File: src/rtl/mux_pkg.sv
// Shared types and default widths for the arbitrating output mux.
package mux_pkg;

  typedef enum logic {
    MUX_FIXED = 1'b0,
    MUX_RR    = 1'b1
  } mux_mode_t;

  localparam int DATA_W = 32;

endpackage : mux_pkg

File: src/rtl/rr_pick.sv
// Circular priority picker: first requester after ptr, wrapping around to ptr.
module rr_pick #(
  parameter  int N    = 4,
  localparam int SELW = $clog2(N)
) (
  input  logic [N-1:0]    req,
  input  logic [SELW-1:0] ptr,
  output logic [SELW-1:0] gnt_idx,
  output logic            gnt_any
);

  int idx;

  // Scan ptr+1, ptr+2, ... ptr (mod N) and take the first active request.
  always_comb begin
    gnt_idx = '0;
    gnt_any = 1'b0;
    idx     = 0;
    for (int k = 1; k <= N; k++) begin
      idx = int'(ptr) + k;
      if (idx >= N) idx = idx - N;
      for (int i = 0; i < N; i++) begin
        if (!gnt_any && (i == idx) && req[i]) begin
          gnt_any = 1'b1;
          gnt_idx = SELW'(i);
        end
      end
    end
  end

endmodule : rr_pick

File: src/rtl/arb_mux.sv
// N-input registered mux with fixed-select or round-robin arbitration and a
// single tagged output holding register.
module arb_mux
  import mux_pkg::*;
#(
  parameter  int WIDTH = DATA_W,
  parameter  int N     = 4,
  localparam int SELW  = $clog2(N)
) (
  input  logic               clk,
  input  logic               reset,
  input  logic               mode,
  input  logic [SELW-1:0]    sel,
  input  logic [N-1:0]       in_valid,
  input  logic [N*WIDTH-1:0] in_data,
  output logic [N-1:0]       in_ready,
  output logic               out_valid,
  output logic [WIDTH-1:0]   out_data,
  output logic [SELW-1:0]    out_src,
  input  logic               out_ready
);

  logic             out_valid_q, out_valid_d;
  logic [WIDTH-1:0] out_data_q,  out_data_d;
  logic [SELW-1:0]  out_src_q,   out_src_d;
  logic [SELW-1:0]  ptr_q,       ptr_d;

  logic             load;
  logic [SELW-1:0]  rr_idx;
  logic             rr_any;
  logic [SELW-1:0]  fix_idx;
  logic             fix_any;
  logic [SELW-1:0]  gnt_idx;
  logic             gnt_any;
  logic [WIDTH-1:0] gnt_data;
  mux_mode_t        mode_e;

  assign mode_e = mux_mode_t'(mode);
  assign load   = !out_valid_q || out_ready;

  rr_pick #(.N(N)) u_rr_pick (
    .req     (in_valid),
    .ptr     (ptr_q),
    .gnt_idx (rr_idx),
    .gnt_any (rr_any)
  );

  // Fixed path: only an in-range sel with a valid channel grants.
  always_comb begin
    fix_idx = '0;
    fix_any = 1'b0;
    for (int i = 0; i < N; i++) begin
      if ((sel == SELW'(i)) && in_valid[i]) begin
        fix_any = 1'b1;
        fix_idx = SELW'(i);
      end
    end
  end

  // Pick the active grant source and steer its data and ready.
  always_comb begin
    gnt_idx  = (mode_e == MUX_RR) ? rr_idx : fix_idx;
    gnt_any  = (mode_e == MUX_RR) ? rr_any : fix_any;
    gnt_data = '0;
    in_ready = '0;
    for (int i = 0; i < N; i++) begin
      if (gnt_idx == SELW'(i)) begin
        gnt_data    = in_data[i*WIDTH +: WIDTH];
        in_ready[i] = load && gnt_any;
      end
    end
  end

  // Next state of the output register and round-robin pointer.
  always_comb begin
    out_valid_d = out_valid_q;
    out_data_d  = out_data_q;
    out_src_d   = out_src_q;
    ptr_d       = ptr_q;
    if (load && gnt_any) begin
      out_valid_d = 1'b1;
      out_data_d  = gnt_data;
      out_src_d   = gnt_idx;
      if (mode_e == MUX_RR) ptr_d = gnt_idx;
    end else if (out_valid_q && out_ready) begin
      out_valid_d = 1'b0;
    end
  end

  // State registers; reset parks ptr at N-1 so the first search starts at 0.
  always_ff @(posedge clk) begin
    if (reset) begin
      out_valid_q <= 1'b0;
      out_data_q  <= '0;
      out_src_q   <= '0;
      ptr_q       <= SELW'(N - 1);
    end else begin
      out_valid_q <= out_valid_d;
      out_data_q  <= out_data_d;
      out_src_q   <= out_src_d;
      ptr_q       <= ptr_d;
    end
  end

  assign out_valid = out_valid_q;
  assign out_data  = out_data_q;
  assign out_src   = out_src_q;

endmodule : arb_mux

File: config.mk
export PLATFORM = sky130hd
export DESIGN_NAME = arb_mux
export DESIGN_NICKNAME = d
export VERILOG_FILES = /design/src/rtl/mux_pkg.sv /design/src/rtl/rr_pick.sv /design/src/rtl/arb_mux.sv
export SDC_FILE = /design/constraint.sdc
export NUM_CORES = 1
export LEC_CHECK = 0
export ABC_AREA = 1
export CELL_PAD_IN_SITES_DETAIL_PLACEMENT = 0
export CELL_PAD_IN_SITES_GLOBAL_PLACEMENT = 1
export CORE_ASPECT_RATIO = 0.75
export CORE_UTILIZATION = 24
export DETAILED_ROUTE_END_ITERATION = 16
export GPL_TIMING_DRIVEN = 0
export MAX_ROUTING_LAYER = met4
export PLACE_DENSITY_LB_ADDON = 0.1
export SLEW_MARGIN = 15
export SYNTH_ARGS = -nofsm -noshare
export SYNTH_HDL_FRONTEND = slang
export SYNTH_SLANG_ARGS = --single-unit
File: constraint.sdc
create_clock -name clk -period 2.75 [get_ports clk]
set_input_delay 0.4125 -clock clk [delete_from_list [all_inputs] [get_ports clk]]
set_output_delay 0.4125 -clock clk [all_outputs]
set_load 0.02 [all_outputs]
==> impl_results.md <==
- Final TNS setup: -0.106 ns
- Standard-cell rows: 34
- DIE AREA: 0.0130 mm²
- Hold path endpoint: out_data[21]
- P_int: 1650 µW
- RSZ-0062 raised after global routing: true
- Reg2Reg Capture Point: out_data[12]
- Startpoint types: flip-flop
- Mean Syn Cell Area: 5.79 µm²
- Reg2reg start: ptr_q[0]
- CTS max path bufs: 2
- Io pins: 177
- RD Place Congestion: 0.805
- DR vias: 3987
- Die height: 98.9 µm
- Crit path max fanout: 5
- Yosys top cell area share: 24.7%
- Final ANT Viol Nets: 0
- Library cells used by synthesis: 32
- CTS Root Buffer Type: clkbuf_16
- H-tree levels: 2
- Dpl cell area: 0.00496 mm²
- Pre-CTS setup slack: -1.30 ns
- Total power: 2670 µW
- Cell Area, Synth: 0.00300 mm²
- Synth area leader: dfxtp_1
- Max Clock Skew: 0.00807 ns
- N_diodes: 0
- HPWL after DPL: 10200 µm
- Worst slew pin tran: 0.549 ns
- DR pass1 iterations: 4
- Crit path capture type: output pin
- DRC: 0
- Logic pwr share: 51.9%
- Period utilisation layout: 101%
- Largest net degree at the start of global routing: 12
- CTS tree: built
- DIE WIDTH: 131 µm
- Vias in the first global route: 4019
- Top area cells in the synthesized netlist: dfxtp_1 (25%), nand3_1 (19%), nand2_1 (17%), inv_1 (8.2%), nor2_1 (4.6%)
- Yosys reg bits: 37
- Routed WL per cell: 14.9 µm
- Sw frac: 38.1%
- Setup Crit Path Kind: flip-flop to output pin
- Number of max-cap violations: 0
- Area growth from synthesis to layout: 83.0%
- Switch Pwr: 1020 µW
- Total CTS buffers: 5
- Lkg Pwr: 0.00249 µW
- Max VDD drop: 0.000262 V
- Min-delay worst type: flip-flop to flip-flop
- GRT Overall Usage: 21.3%
- Clk pwr share: 23.4%
- Worst EP required: 2.34 ns
- Syn Inst Count: 519
- Fmax: 359 MHz
- Outcome: finished, violations left
- Slew HR: 63.4%
- Fin crit period: 2.79 ns
- Drt total wl: 13200 µm
- R2r setup slk: 0.13 ns
- Sequential area share after synthesis: 24.7%
- Syn_nets: 657
- Post-route setup slack: -0.0387 ns
- First-pass GRT wire length: 20800 µm
- First DRT Iteration DRCs: 144
- Hold path startpoint: out_data[21]
- CTS Hold Bufs: 0
- R2R depth: 17
- Endpoints failing setup: 4
- Initial antenna violation count: 0
- Core area: 0.0119 mm²
- Final instance area: 0.00550 mm²
- Clock tree sinks: 37
- Vias/cell: 4.49
- Share of cells above drive strength 1: 15.2%
- Yosys warnings: 0
- Clock latency on the worst-skew pair: 0.29 ns
- Pwr Density: 486 mW/mm²
- Power share of the sequential group: 24.7%
- Grt ovf: 0
- Reg clk slew, reported paths: 0.06 ns
- Final slew viol count: 0
- Port Buffers: 175
- Failing checks: setup timing
- Count of final hold-check violations: 0
- Final #Nets: 863
- Core Util, Final: 46.2%
- CP arrival: 2.38 ns
- Initial Util: 25.2%
- Hold path cells: 2
power groups by stage:
| stage | sequential (µW) | combinational, µW | clock, µW |
|---|---|---|---|
| 4_1_cts | 660 | 1390 | 638 |
| 3_3_place_gp | 664 | 1250 | 0 |
| 2_1_floorplan | 752 | 599 | 0 |
| 5_1_grt | 671 | 1520 | 659 |
| 6_report | 660 | 1390 | 625 |
| 3_5_place_dp | 667 | 1250 | 0 |
cells by family after synthesis:
kind of cell           after synthesis  share of synthesized area, %
AOI/OAI and AO/OA                   62                          11.1
buffers and inverters              100                          15.6
DFF                                 37                          24.7
and+or+nand+nor                    320                          48.6
sequential cells by signal, indices dropped and copies added (netlist names):
signal,flops
out_data,32
out_src,2
out_valid,1
ptr_q,2
layout make-up:
class	count	area [µm²]
clock buffers	7	153
inverters	68	260
clock inverters	1	5.00
well taps	162	203
repair buffers	199	1950
plain buffers	32	264
flip-flops and latches	37	748
multi-input cells	382	1910
fillers	1246	6410
synthesized netlist by cell type, drive strengths merged:
cell,number
o211ai,1
nor3,4
nand3,116
dfxtp,37
nand3b,1
clkbuf,8
a21oi,29
o21ai,29
or2,6
nand2,143
nor2,46
buf,24
inv,67
nand4,4
a31oi,1
o221ai,2
clkinv,1
timing repair:
action / in CTS / in global routing
gates resized for setup: 80 / 8
pin swaps: 18 / 11
setup buffers: 23 / 1
cloned: 0 / 0
endpoints found under the setup margin: 38 / 37
worst max-delay path, cell delays in order, from the launching register on:
cell and delay [ns]:
dfxtp_4 0.37, inv_4 0.08, nor2_4 0.04, nand2_2 0.08, nand2_4 0.06, nor2_4 0.16, nand4_4 0.11, nor2_4 0.15
nand4_2 0.11, nor2_2 0.14, nand3_2 0.12, nand2_1 0.09, nand2_1 0.07, nand2_2 0.11, buf_12 0.12, nand2_4 0.06
nor2_4 0.10, buf_6 0.13
placed cells by master (no fill, tap or decap), drive strengths merged, types with 4 or more instances in the layout:
cell type,n
a21oi,29
clkdlybuf4s50,167
o21ai,29
nand2,143
nand4,4
clkbuf,16
nor3,4
or2,6
nand3,116
nor2,46
inv,68
buf,51
dfxtp,37
stage by stage:
step	cells	hold WS, ns
floorplan	519	0.541
global route	888	0.492
CTS	887	0.467
finish	888	0.463
detailed placement	856	0.459
global placement	856	0.453
metal layers:
layer  up-vias  global-route usage [%]  share of wire, %
met1      1781                    28.1                49
li1       2074                       -                 -
met2       123                    34.0                45
met3         9                    4.27               5.5
met5         -                       -                 0
met4         0                    3.62              0.68
worst max-delay path by stage:
stage	from	endpoint	slack [ns]
2_1_floorplan	ptr_q[1]	in_ready[0]	0.01
3_3_place_gp	in_valid[3]	in_ready[1]	-1.25
3_5_place_dp	in_valid[3]	in_ready[1]	-1.30
4_1_cts	ptr_q[1]	in_ready[0]	-0.07
5_1_grt	ptr_q[0]	in_ready[0]	-0.19
6_report	ptr_q[0]	in_ready[3]	-0.04
No activity file was read; power rests on OpenSTA's default activity.
